--- src/rtl/div_arb_pkg.sv ---
`default_nettype none
// +----------------------------------------------------------------------------+
// | div_arb_pkg : shared types, constants and round-robin pick for the divider |
// |               sharing arbiter.                                             |
// | Revision    : 1.0                                                          |
// +----------------------------------------------------------------------------+
package div_arb_pkg;

    localparam int         ARB_MAX_REQ = 8;
    localparam int         ARB_IDX_W   = 3;
    localparam int         CNT_W       = 3;
    localparam logic [7:0] RESP_ZERO_Q = 8'h00;

    typedef struct packed {
        logic                 vld;
        logic [ARB_IDX_W-1:0] id;
        logic                 zero;
        logic [7:0]           dividend;
    } tag_t;

    // Returns {found, index}. The search starts at ptr+1 and wraps, so the
    // entry nearest after ptr wins; the loop runs downward so it writes last.
    function automatic logic [ARB_IDX_W:0] rr_pick(
        input logic [ARB_MAX_REQ-1:0] elig,
        input logic [ARB_IDX_W-1:0]   ptr,
        input int                     nreq
    );
        logic [ARB_IDX_W:0] pick;
        int                 idx;
        pick = '0;
        for (int k = ARB_MAX_REQ; k >= 1; k--) begin
            if (k <= nreq) begin
                idx = (int'(ptr) + k) % nreq;
                if (elig[ARB_IDX_W'(idx)]) begin
                    pick = {1'b1, ARB_IDX_W'(idx)};
                end
            end
        end
        return pick;
    endfunction

endpackage
`default_nettype wire

--- src/rtl/rr_arbiter.sv ---
`default_nettype none
// +----------------------------------------------------------------------------+
// | rr_arbiter : round-robin arbiter with eligibility mask and one-hot grant.  |
// | Revision   : 1.0                                                           |
// +----------------------------------------------------------------------------+
module rr_arbiter
    import div_arb_pkg::*;
#(
    parameter int NREQ = 4
) (
    input  logic                 clk,
    input  logic                 rst,
    input  logic [NREQ-1:0]      req_i,
    input  logic [NREQ-1:0]      elig_i,
    output logic [NREQ-1:0]      grant_o,
    output logic                 grant_vld_o,
    output logic [ARB_IDX_W-1:0] grant_idx_o
);

    logic [ARB_IDX_W-1:0]   ptr_q;
    logic [ARB_IDX_W-1:0]   ptr_d;
    logic [ARB_MAX_REQ-1:0] w_mask;
    logic [ARB_IDX_W:0]     w_pick;

    always_comb begin
        w_mask             = '0;
        w_mask[NREQ-1:0]   = req_i & elig_i;
    end

    assign w_pick      = rr_pick(w_mask, ptr_q, NREQ);
    assign grant_vld_o = w_pick[ARB_IDX_W];
    assign grant_idx_o = w_pick[ARB_IDX_W-1:0];

    generate
        for (genvar gi = 0; gi < NREQ; gi++) begin : g_grant
            assign grant_o[gi] = grant_vld_o && (grant_idx_o == ARB_IDX_W'(gi));
        end
    endgenerate

    always_comb begin
        ptr_d = ptr_q;
        if (grant_vld_o) begin
            ptr_d = grant_idx_o;
        end
    end

    // Pointer starts at the last requester so requester 0 wins first.
    always_ff @(posedge clk) begin
        if (rst) begin
            ptr_q <= ARB_IDX_W'(NREQ - 1);
        end else begin
            ptr_q <= ptr_d;
        end
    end

endmodule
`default_nettype wire

--- src/rtl/div_share_arbiter.sv ---
`default_nettype none
// +----------------------------------------------------------------------------+
// | div_share_arbiter : shares one pipelined 8-bit signed divider among NREQ   |
// |                     requesters; optional counters under DIV_ARB_PERF_EN.   |
// | Revision          : 1.0                                                    |
// +----------------------------------------------------------------------------+
module div_share_arbiter
    import div_arb_pkg::*;
#(
    parameter int NREQ    = 4,
    parameter int DIV_LAT = 11,
    parameter int MAX_OUT = 3
) (
    input  logic              clk,
    input  logic              rst,
    input  logic [NREQ-1:0]   req_valid,
    input  logic [NREQ*8-1:0] req_dividend,
    input  logic [NREQ*8-1:0] req_divisor,
    output logic [NREQ-1:0]   req_ready,
    output logic              div_in_valid,
    output logic [7:0]        div_dividend,
    output logic [7:0]        div_divisor,
    input  logic [7:0]        div_quotient,
    input  logic [7:0]        div_remainder,
    output logic [NREQ-1:0]   rsp_valid,
    output logic [7:0]        rsp_quotient,
    output logic [7:0]        rsp_remainder,
    output logic              rsp_err,
    output logic              busy
`ifdef DIV_ARB_PERF_EN
    ,
    input  logic [$clog2(NREQ):0] perf_sel,
    output logic [15:0]           perf_cnt
`endif
);

    localparam int               TAG_DEPTH = DIV_LAT + 1;
    localparam logic [CNT_W-1:0] C_MAX_OUT = CNT_W'(MAX_OUT);

    logic [NREQ-1:0]      w_elig;
    logic [NREQ-1:0]      w_grant;
    logic                 w_grant_vld;
    logic [ARB_IDX_W-1:0] w_grant_idx;
    logic [7:0]           w_sel_dividend;
    logic [7:0]           w_sel_divisor;

    logic [CNT_W-1:0]     out_cnt_q [NREQ];
    logic [CNT_W-1:0]     out_cnt_d [NREQ];

    logic                 div_in_valid_q;
    logic [7:0]           div_dividend_q;
    logic [7:0]           div_divisor_q;

    tag_t                 tag_q [TAG_DEPTH];
    tag_t                 tag_d;
    tag_t                 w_tag_out;
    logic                 w_tag_any;

    logic [NREQ-1:0]      rsp_valid_q;
    logic [NREQ-1:0]      rsp_valid_d;
    logic [7:0]           rsp_quot_q;
    logic [7:0]           rsp_quot_d;
    logic [7:0]           rsp_rem_q;
    logic [7:0]           rsp_rem_d;
    logic                 rsp_err_q;
    logic                 rsp_err_d;

    generate
        for (genvar gi = 0; gi < NREQ; gi++) begin : g_elig
            assign w_elig[gi] = out_cnt_q[gi] < C_MAX_OUT;
        end
    endgenerate

    rr_arbiter #(
        .NREQ        (NREQ)
    ) u_rr_arbiter (
        .clk         (clk),
        .rst         (rst),
        .req_i       (req_valid),
        .elig_i      (w_elig),
        .grant_o     (w_grant),
        .grant_vld_o (w_grant_vld),
        .grant_idx_o (w_grant_idx)
    );

    assign req_ready = w_grant;

    always_comb begin
        w_sel_dividend = '0;
        w_sel_divisor  = '0;
        for (int i = 0; i < NREQ; i++) begin
            if (w_grant[i]) begin
                w_sel_dividend = req_dividend[i*8 +: 8];
                w_sel_divisor  = req_divisor[i*8 +: 8];
            end
        end
        tag_d.vld      = w_grant_vld;
        tag_d.id       = w_grant_idx;
        tag_d.zero     = (w_sel_divisor == 8'h00);
        tag_d.dividend = w_sel_dividend;
    end

    // Zero divisors never reach the divider; their tag still flows so the
    // response keeps the same latency as a real division.
    always_ff @(posedge clk) begin
        if (rst) begin
            div_in_valid_q <= 1'b0;
            div_dividend_q <= '0;
            div_divisor_q  <= '0;
        end else begin
            div_in_valid_q <= w_grant_vld && !tag_d.zero;
            if (w_grant_vld) begin
                div_dividend_q <= w_sel_dividend;
                div_divisor_q  <= w_sel_divisor;
            end
        end
    end

    assign div_in_valid = div_in_valid_q;
    assign div_dividend = div_dividend_q;
    assign div_divisor  = div_divisor_q;

    always_ff @(posedge clk) begin
        if (rst) begin
            for (int k = 0; k < TAG_DEPTH; k++) begin
                tag_q[k] <= '0;
            end
        end else begin
            tag_q[0] <= tag_d;
            for (int k = 1; k < TAG_DEPTH; k++) begin
                tag_q[k] <= tag_q[k-1];
            end
        end
    end

    always_comb begin
        w_tag_any = 1'b0;
        for (int k = 0; k < TAG_DEPTH; k++) begin
            w_tag_any = w_tag_any | tag_q[k].vld;
        end
    end

    // Last tag stage lines up with the divider result of the same operation.
    always_comb begin
        w_tag_out   = tag_q[DIV_LAT];
        rsp_valid_d = '0;
        rsp_quot_d  = rsp_quot_q;
        rsp_rem_d   = rsp_rem_q;
        rsp_err_d   = rsp_err_q;
        for (int i = 0; i < NREQ; i++) begin
            rsp_valid_d[i] = w_tag_out.vld && (w_tag_out.id == ARB_IDX_W'(i));
        end
        if (w_tag_out.vld) begin
            if (w_tag_out.zero) begin
                rsp_quot_d = RESP_ZERO_Q;
                rsp_rem_d  = w_tag_out.dividend;
                rsp_err_d  = 1'b1;
            end else begin
                rsp_quot_d = div_quotient;
                rsp_rem_d  = div_remainder;
                rsp_err_d  = 1'b0;
            end
        end
    end

    always_ff @(posedge clk) begin
        if (rst) begin
            rsp_valid_q <= '0;
            rsp_quot_q  <= '0;
            rsp_rem_q   <= '0;
            rsp_err_q   <= 1'b0;
        end else begin
            rsp_valid_q <= rsp_valid_d;
            rsp_quot_q  <= rsp_quot_d;
            rsp_rem_q   <= rsp_rem_d;
            rsp_err_q   <= rsp_err_d;
        end
    end

    assign rsp_valid     = rsp_valid_q;
    assign rsp_quotient  = rsp_quot_q;
    assign rsp_remainder = rsp_rem_q;
    assign rsp_err       = rsp_err_q;
    assign busy          = w_tag_any | (|rsp_valid_q);

    // A grant and a response for the same requester cancel out.
    always_comb begin
        for (int i = 0; i < NREQ; i++) begin
            out_cnt_d[i] = out_cnt_q[i];
            if (w_grant[i] && !rsp_valid_q[i]) begin
                out_cnt_d[i] = out_cnt_q[i] + CNT_W'(1);
            end else if (!w_grant[i] && rsp_valid_q[i]) begin
                out_cnt_d[i] = out_cnt_q[i] - CNT_W'(1);
            end
        end
    end

    always_ff @(posedge clk) begin
        if (rst) begin
            for (int i = 0; i < NREQ; i++) begin
                out_cnt_q[i] <= '0;
            end
        end else begin
            for (int i = 0; i < NREQ; i++) begin
                out_cnt_q[i] <= out_cnt_d[i];
            end
        end
    end

`ifdef DIV_ARB_PERF_EN
    localparam int PERF_SEL_W = $clog2(NREQ) + 1;

    logic [15:0] grant_cnt_q [NREQ];
    logic [15:0] zero_cnt_q;
    logic [15:0] perf_cnt_q;
    logic [15:0] perf_cnt_d;

    always_comb begin
        perf_cnt_d = '0;
        for (int i = 0; i < NREQ; i++) begin
            if (perf_sel == PERF_SEL_W'(i)) begin
                perf_cnt_d = grant_cnt_q[i];
            end
        end
        if (perf_sel == PERF_SEL_W'(NREQ)) begin
            perf_cnt_d = zero_cnt_q;
        end
    end

    always_ff @(posedge clk) begin
        if (rst) begin
            for (int i = 0; i < NREQ; i++) begin
                grant_cnt_q[i] <= '0;
            end
            zero_cnt_q <= '0;
            perf_cnt_q <= '0;
        end else begin
            for (int i = 0; i < NREQ; i++) begin
                if (w_grant[i] && (grant_cnt_q[i] != 16'hFFFF)) begin
                    grant_cnt_q[i] <= grant_cnt_q[i] + 16'd1;
                end
            end
            if (w_grant_vld && tag_d.zero && (zero_cnt_q != 16'hFFFF)) begin
                zero_cnt_q <= zero_cnt_q + 16'd1;
            end
            perf_cnt_q <= perf_cnt_d;
        end
    end

    assign perf_cnt = perf_cnt_q;
`endif

endmodule
`default_nettype wire

--- config.mk ---
export PLATFORM = sky130hd
export DESIGN_NAME = div_share_arbiter
export DESIGN_NICKNAME = d
export VERILOG_FILES = /design/src/rtl/div_arb_pkg.sv /design/src/rtl/rr_arbiter.sv /design/src/rtl/div_share_arbiter.sv
export SDC_FILE = /design/constraint.sdc
export NUM_CORES = 1
export LEC_CHECK = 0
export BUFFER_PORTS_ARGS = -buffer_cell sky130_fd_sc_hd__buf_4
export CORE_MARGIN = 2
export CORE_UTILIZATION = 30
export CTS_BUF_LIST = sky130_fd_sc_hd__clkbuf_4 sky130_fd_sc_hd__clkbuf_8
export CTS_CLUSTER_DIAMETER = 120
export DETAILED_ROUTE_END_ITERATION = 6
export PLACE_DENSITY = 0.53
export SYNTH_ARGS = -nofsm -noshare
export SYNTH_HDL_FRONTEND = slang
export SYNTH_SLANG_ARGS = --single-unit
--- constraint.sdc ---
create_clock -name clk -period 3.5 [get_ports clk]
set_input_delay 0.35 -clock clk [delete_from_list [all_inputs] [get_ports clk]]
set_output_delay 0.35 -clock clk [all_outputs]
set_load 0.005 [all_outputs]
==> reports/qor.csv, run 1 <==
metric;value;unit
# hold bufs at CTS;0;
Reg2Reg Capture Point;out_cnt_q[0][2]$_SDFFE_PP0P_;
Cell Pwr Density;651;nW/µm²
critical path's slowest cell;dfxtp_1;
worst rel slew slack;38.8;%
r2r startpoint;u_rr_arbiter.ptr_q[1]$_SDFFE_PP1P_;
worst-path fanout max;10;
# DRC;0;
GRT overflow;0;
largest cells by area after synthesis;dfxtp_1, nor2b_1, mux2i_1;
Achievable Freq;345;MHz
GPL Wtd Cong;0.798;
Mean Syn Cell Area;10.8;µm²
setup TNS;0;ns
Final ANT Viol Nets;0;
Final Max Tran Viols;0;
Total Routing Usage GR;11.0;%
H-tree lvl count;4;
Hold Crit Start;div_quotient[7];
DR pass1 iterations;4;
vias per cell;4.40;
CTS tree;done;
Starting DRT DRC Count;232;
area growth from synthesis to layout;23.5;%
Max Root-Sink Buffers;2;
yosys warns;0;
Critical Path AT;3.28;ns
Synth Flop Type;dfxtp_1;
row count;54;
first-pass GRT wire length;20700;µm
Final Hold Vio Count;0;
vias in the first global route;4293;
Reg2Reg Depth;9;
P_leak;0.00335;µW
area of the multi-input gates;2600;µm²
EDFF count, synth;0;
reg2reg setup slack;0.60;ns
clock sink total;196;
Post-Syn Area;6740;µm²
Setup crit start kind;register;
worst ir drop on vdd;236;µV
Worst Tran Pin Value;0.915;ns
post-CTS sizing;0;
number of synthesized register bits;196;
port bufs;128;
post-layout min period;2.90;ns
Setup Skew;0.0116;ns
sequential fraction of the synthesis area;58.3;%
max-cap violations;0;
CP Buf/Inv Count;2;
Setup CP Type;register to register;
Post-Syn Instances;625;
hold path cells;3;
cell family with most CP delay;compound AO/OA/AOI/OAI gates;
period utilization;82.8;%
die area;23700;µm²
Largest stage delay, worst path;0.63;ns
TritonCTS Buffers;17;
Setup Buffers After CTS;0;
largest net degree at the start of global routing;80;
initial antenna violation count;0;
drt total wl;12700;µm
unique cell type count in the Yosys netlist;63;
fraction of registers with async set/reset;0;%
Die W;154;µm
Die Y;154;µm
Total Nets Final;838;
layout cells sized above 1;25.2;%
CP Capture Type;register;
Vias;4559;
unrepaired setup endpoints after global routing;no;
clock root buffer;clkbuf_8;
Routed wire per std cell;12.3;µm
initial core utilization;30.7;%
Hold WS;0.116;ns
CP required;3.88;ns
critical path cell sequence;inv_2 -> a32oi_1 -> o221a_1 -> ha_1 -> inv_1 -> fa_1 -> xor2_1 -> or3_1 -> a21oi_1;
post-synth top area cell;dfxtp_1;
clk_lat worst skew;0.45;ns
WHS Endpoint;rsp_quotient[7]$_SDFFE_PP0P_;
Final setup viols;0;
syn_nets;719;
hpwl dp;8620;µm
post-synth top area share;58.3;%
run status;completed;
Worst-path clk slew;0.10;ns
Fillers;2198;
register area;3920;µm²
Ant. Diodes;0;
num ports;129;
Core Footprint;22000;µm²
Hold WC Path Type;input pin to register;
## cells by family after synthesis
kind of cell / Yosys count / synth area share (%)
AND/OR/NAND/NOR: 246 / 21.1
flip-flops: 196 / 58.3
adder cells (fa/ha/maj): 8 / 1.93
buffers and inverters: 50 / 3.14
XOR/XNOR: 8 / 1.04
AO/OA/AOI/OAI: 104 / 12.6
multiplexers: 13 / 1.93
## synthesized netlist by cell type (all sizes together) (8+ instances only)
library cell and number:
dfxtp 196, nor2b 143, nand2 36, nor2 32
clkbuf 26, a21oi 19, inv 14, mux2i 13
o21ai 13, a22o 11, a211oi 10, buf 10
a32oi 9, o211ai 9, xor2 8
## tightest hold or removal path, cell delays in order
cell	delay, ns
buf_4	0.08
a21oi_1	0.05
nor2_1	0.07
## where the power goes
part | internal (µW) | switching, µW | leakage, µW
Sequential | 2490 | 158 | 0.00159
Clock | 579 | 782 | 0.000185
Combinational | 681 | 722 | 0.00157
Total | 3750 | 1660 | 0.00335
## metal layers
metal | global-route usage (%) | vias up | part of all wire (%)
li1 | - | 2348 | -
met1 | 13.8 | 2066 | 48
met2 | 16.8 | 129 | 43
met3 | 4.45 | 16 | 7.3
met4 | 4.18 | 0 | 1.4
met5 | 0 | - | 0
## per-stage QoR
| stage | setup WS, ns | util, % | cells | power, µW | instance area (µm²) |
|---|---|---|---|---|---|
| after floorplan | 0.687 | - | 625 | 3620 | 6740 |
| after global routing | 0.428 | 37.9 | 1037 | 5760 | 8320 |
| after detailed placement | 0.619 | 36.2 | 1005 | 4100 | 7950 |
| after CTS | 0.635 | 37.9 | 1037 | 5490 | 8320 |
| after global placement | 0.675 | 36.2 | 1005 | 4100 | 7950 |
| final | 0.601 | 37.9 | 1037 | 5410 | 8320 |
## cells in the final DEF, fill, tap and decap left out, drive strengths merged, types with 5 or more instances in the layout
cell type | synthesis | routed
and2 | 6 | 6
dfxtp | 196 | 196
a32oi | 9 | 9
inv | 14 | 18
nand2 | 36 | 36
buf | 10 | 136
mux2i | 13 | 13
nor2b | 143 | 143
clkinv | 0 | 6
o21ai | 13 | 13
a22o | 11 | 11
o211ai | 9 | 9
a211oi | 10 | 10
clkbuf | 26 | 18
a222oi | 6 | 6
nor2 | 32 | 32
a21oi | 19 | 19
xor2 | 8 | 8
nor4 | 5 | 5
## worst max path at each step
stage / start / end / slack [ns] / cells past startpoint
2_1_floorplan: out_cnt_q[0][0]$_SDFFE_PP0P_ / out_cnt_q[3][2]$_SDFFE_PP0P_ / 0.69 / 12
6_report: u_rr_arbiter.ptr_q[1]$_SDFFE_PP1P_ / out_cnt_q[0][2]$_SDFFE_PP0P_ / 0.60 / 9
5_1_grt: u_rr_arbiter.ptr_q[1]$_SDFFE_PP1P_ / out_cnt_q[0][2]$_SDFFE_PP0P_ / 0.43 / 9
3_5_place_dp: req_valid[2] / out_cnt_q[1][2]$_SDFFE_PP0P_ / 0.62 / 10
3_3_place_gp: req_valid[3] / out_cnt_q[1][2]$_SDFFE_PP0P_ / 0.67 / 10
4_1_cts: u_rr_arbiter.ptr_q[1]$_SDFFE_PP1P_ / out_cnt_q[0][2]$_SDFFE_PP0P_ / 0.63 / 9
## flip-flops by register name (all words and copies together), names as in the netlist, 2 cells and up
name                flops
tag_q                 144
rsp_quotient            8
rsp_valid               4
u_rr_arbiter.ptr_q      2
div_divisor             8
out_cnt_q              12
div_dividend            8
rsp_remainder           8
## area by class of cell
type | instances | area share (%)
Clock buffer | 18 | 2.90
Clock inverter | 14 | 1.53
Inverter | 14 | 0.632
Multi-Input combinational cell | 379 | 31.2
Sequential cell | 196 | 47.2
Tap cell | 280 | 4.21
Timing Repair Buffer | 136 | 12.3
(Power assumes the default switching activity.)
==> run 2: changes to the inputs <==
--- a/config.mk
+++ b/config.mk
@@ -11,7 +11,7 @@
 export CTS_BUF_LIST = sky130_fd_sc_hd__clkbuf_4 sky130_fd_sc_hd__clkbuf_8
 export CTS_CLUSTER_DIAMETER = 120
 export DETAILED_ROUTE_END_ITERATION = 6
-export PLACE_DENSITY = 0.53
+export PLACE_DENSITY = 0.54
 export SYNTH_ARGS = -nofsm -noshare
 export SYNTH_HDL_FRONTEND = slang
 export SYNTH_SLANG_ARGS = --single-unit
==> constraint.sdc (replaced) <==
create_clock -name clk -period 2.6 [get_ports clk]
set_input_delay 0.26 -clock clk [delete_from_list [all_inputs] [get_ports clk]]
set_output_delay 0.26 -clock clk [all_outputs]
set_load 0.005 [all_outputs]
==> run 2 against run 1 <==
Non-clock buffer count increased by 13. Die area unchanged. Sequential power increased by 35%. Clock power increased by 50%. Clock-buffer cell count decreased by 1. Highest routed layer unchanged.
==> reports/qor.csv, run 2 (synthesis results as in run 1) <==
metric;value;unit;change
run status;completed;;
Final Max Tran Viols;0;;unchanged
Starting DRT DRC Count;328;;+41%
H-tree lvl count;4;;unchanged
initial antenna violation count;0;;unchanged
Hold WC Path Type;input pin to register;;
die area;23700;µm²;unchanged
Setup crit start kind;register;;
largest reg by FF count;tag_q;;
Final ANT Viol Nets;0;;unchanged
DR pass1 iterations;5;;+1
area growth from synthesis to layout;26.8;%;
row count;54;;unchanged
Setup Skew;0.0143;ns;+0.00267 ns
GPL Wtd Cong;0.787;;-1.4%
hpwl dp;8600;µm;-0.12%
Setup WS post-layout;0.123;ns;-0.478 ns
period utilization;95.3;%;+12 points
clock sink total;196;;unchanged
largest net degree at the start of global routing;82;;+2.5%
worst-path fanout max;5;;-5
max-cap violations;0;;unchanged
Cell Pwr Density;888;nW/µm²;+36%
vias per cell;4.28;;-2.7%
Final setup viols;0;;unchanged
clock root buffer;clkbuf_8;;
Setup CP Type;register to register;;
first-pass GRT wire length;20600;µm;-0.47%
worst rel slew slack;37.3;%;-1.4 points
Die Y;154;µm;unchanged
met1 Resource Use GR;14.4;%;+0.58 points
busiest grt layer;met2;;
met2 GRT Util;16.7;%;-0.11 points
Largest stage delay, worst path;0.40;ns;-0.23 ns
CTS tree;done;;
vias in the first global route;4182;;-2.6%
Ant. Diodes;0;;unchanged
hold path cells;3;;unchanged
Vias;4490;;-1.5%
TritonCTS Buffers;17;;unchanged
Die W;154;µm;unchanged
GRT overflow;0;;unchanged
max FFs per register;144;;unchanged
num ports;129;;unchanged
CP required;2.99;ns;-0.89 ns
largest registers;tag_q: 144 flops, out_cnt_q: 12 flops;;
post-place setup slack;0.0679;ns;-0.551 ns
Total Nets Final;851;;+1.6%
clk_lat worst skew;0.46;ns;about the same
Worst Tran Pin Value;0.937;ns;+0.0216 ns
Critical Path AT;2.87;ns;-0.41 ns
cell family with most CP delay;simple AND/OR/NAND/NOR gates;;
Hold Crit Start;div_quotient[4];;
Core Footprint;22000;µm²;unchanged
WHS Endpoint;rsp_quotient[4]$_SDFFE_PP0P_;;
reg2reg setup slack;0.12;ns;-0.48 ns
critical path's slowest cell;or3_2;;
Reg2Reg Capture Point;out_cnt_q[3][2]$_SDFFE_PP0P_;;
layout cells sized above 1;27.0;%;+1.8 points
critical path cell sequence;and2_4 -> o22ai_4 -> a22o_1 -> a21oi_4 -> ha_1 -> inv_1 -> fa_1 -> xor2_1 -> or3_2 -> a21oi_1;;
port bufs;128;;unchanged
# DRC;0;;unchanged
Worst-path clk slew;0.11;ns;about the same
r2r startpoint;out_cnt_q[1][1]$_SDFFE_PP0P_;;
Routed wire per std cell;12.2;µm;-0.76%
M3 GR Usage;3.10;%;-1.4 points
Reg2Reg Depth;10;;+1
drt total wl;12800;µm;+0.49%
setup TNS;0;ns;unchanged
initial core utilization;30.7;%;unchanged
Total Routing Usage GR;10.9;%;-0.019 points
P_leak;0.00344;µW;+2.8%
Max Root-Sink Buffers;2;;unchanged
post-layout min period;2.48;ns;-0.422 ns
CP Capture Type;register;;
Achievable Freq;404;MHz;+17%
unrepaired setup endpoints after global routing;yes;;
worst ir drop on vdd;363;µV;+53%
CP Buf/Inv Count;1;;-1
most frequent cells in the layout;dfxtp_1, nor2b_1, buf_4;;
Final Hold Vio Count;0;;unchanged
most common cell after layout, fill and taps aside;dfxtp_1;;
-- run 2: cell types whose count changed in the layout (fill, tap and decap cells not counted), moves of 2 or more --
cell           change
clkinv_2           -4
inv_8              +3
dfxtp_2            +7
buf_4              +5
dlygate4sd3_1      +7
clkinv_4           +2
clkinvlp_4         -2
dfxtp_1            -7
-- run 2: repair_timing --
item / 4_1_cts / 5_1_grt
gates resized for setup: 0 / 9
setup endpoints to repair: 0 / 5
hold buffers: 7 / 0
hold endpoints to repair: 7 / 0
buffers inserted: 0 / 0
-- run 2: layer usage --
metal  vias to the layer above  part of all wire, %
met4                         0                  1.4
met2                       122                   44
li1                       2373                    -
met5                         -                    0
met1                      1979                   49
met3                        16                  5.7
-- run 2: where the power goes --
part / leakage, µW / switching [µW] / internal (µW)
clock: 0.000212 / 1140 / 904
sequential: 0.00159 / 218 / 3370
combinational: 0.00164 / 979 / 976
-- run 2: per-stage QoR --
step / util [%] / power [µW] / instance area [µm²] / instances / hold slack (ns)
5_1_grt: 38.9 / 8050 / 8540 / 1050 / 0.0444
2_1_floorplan: - / 4900 / 6760 / 625 / 0.399
4_1_cts: 38.8 / 7670 / 8520 / 1050 / 0.00157
3_3_place_gp: 36.6 / 5590 / 8030 / 1011 / 0.416
3_5_place_dp: 36.6 / 5590 / 8030 / 1011 / 0.420
6_report: 38.9 / 7580 / 8540 / 1050 / 0.0509
-- run 2: cell type report --
class | count | area, µm²
clock buffers | 17 | 234
well taps | 280 | 350
inverters | 14 | 52.6
clock inverters | 15 | 190
repair buffers | 149 | 1150
fillers | 2126 | 13400
flip-flops and latches | 196 | 3930
multi-input cells | 379 | 2630
-- run 2: worst max-delay path by stage --
stage / from / end / cells after the start
after global routing: out_cnt_q[1][1]$_SDFFE_PP0P_ / tag_q[0][4]$_SDFF_PP0_ / 7
final: out_cnt_q[1][1]$_SDFFE_PP0P_ / out_cnt_q[3][2]$_SDFFE_PP0P_ / 10
after global placement: req_valid[2] / out_cnt_q[1][2]$_SDFFE_PP0P_ / 10
after CTS: out_cnt_q[3][0]$_SDFFE_PP0P_ / out_cnt_q[1][2]$_SDFFE_PP0P_ / 9
after floorplan: out_cnt_q[0][1]$_SDFFE_PP0P_ / out_cnt_q[3][2]$_SDFFE_PP0P_ / 12
after detailed placement: out_cnt_q[3][0]$_SDFFE_PP0P_ / out_cnt_q[1][2]$_SDFFE_PP0P_ / 9
-- run 2: worst min-delay path, cell delays in order --
cell	delay (ns)
buf_4	0.09
a21oi_1	0.05
nor2_1	0.08
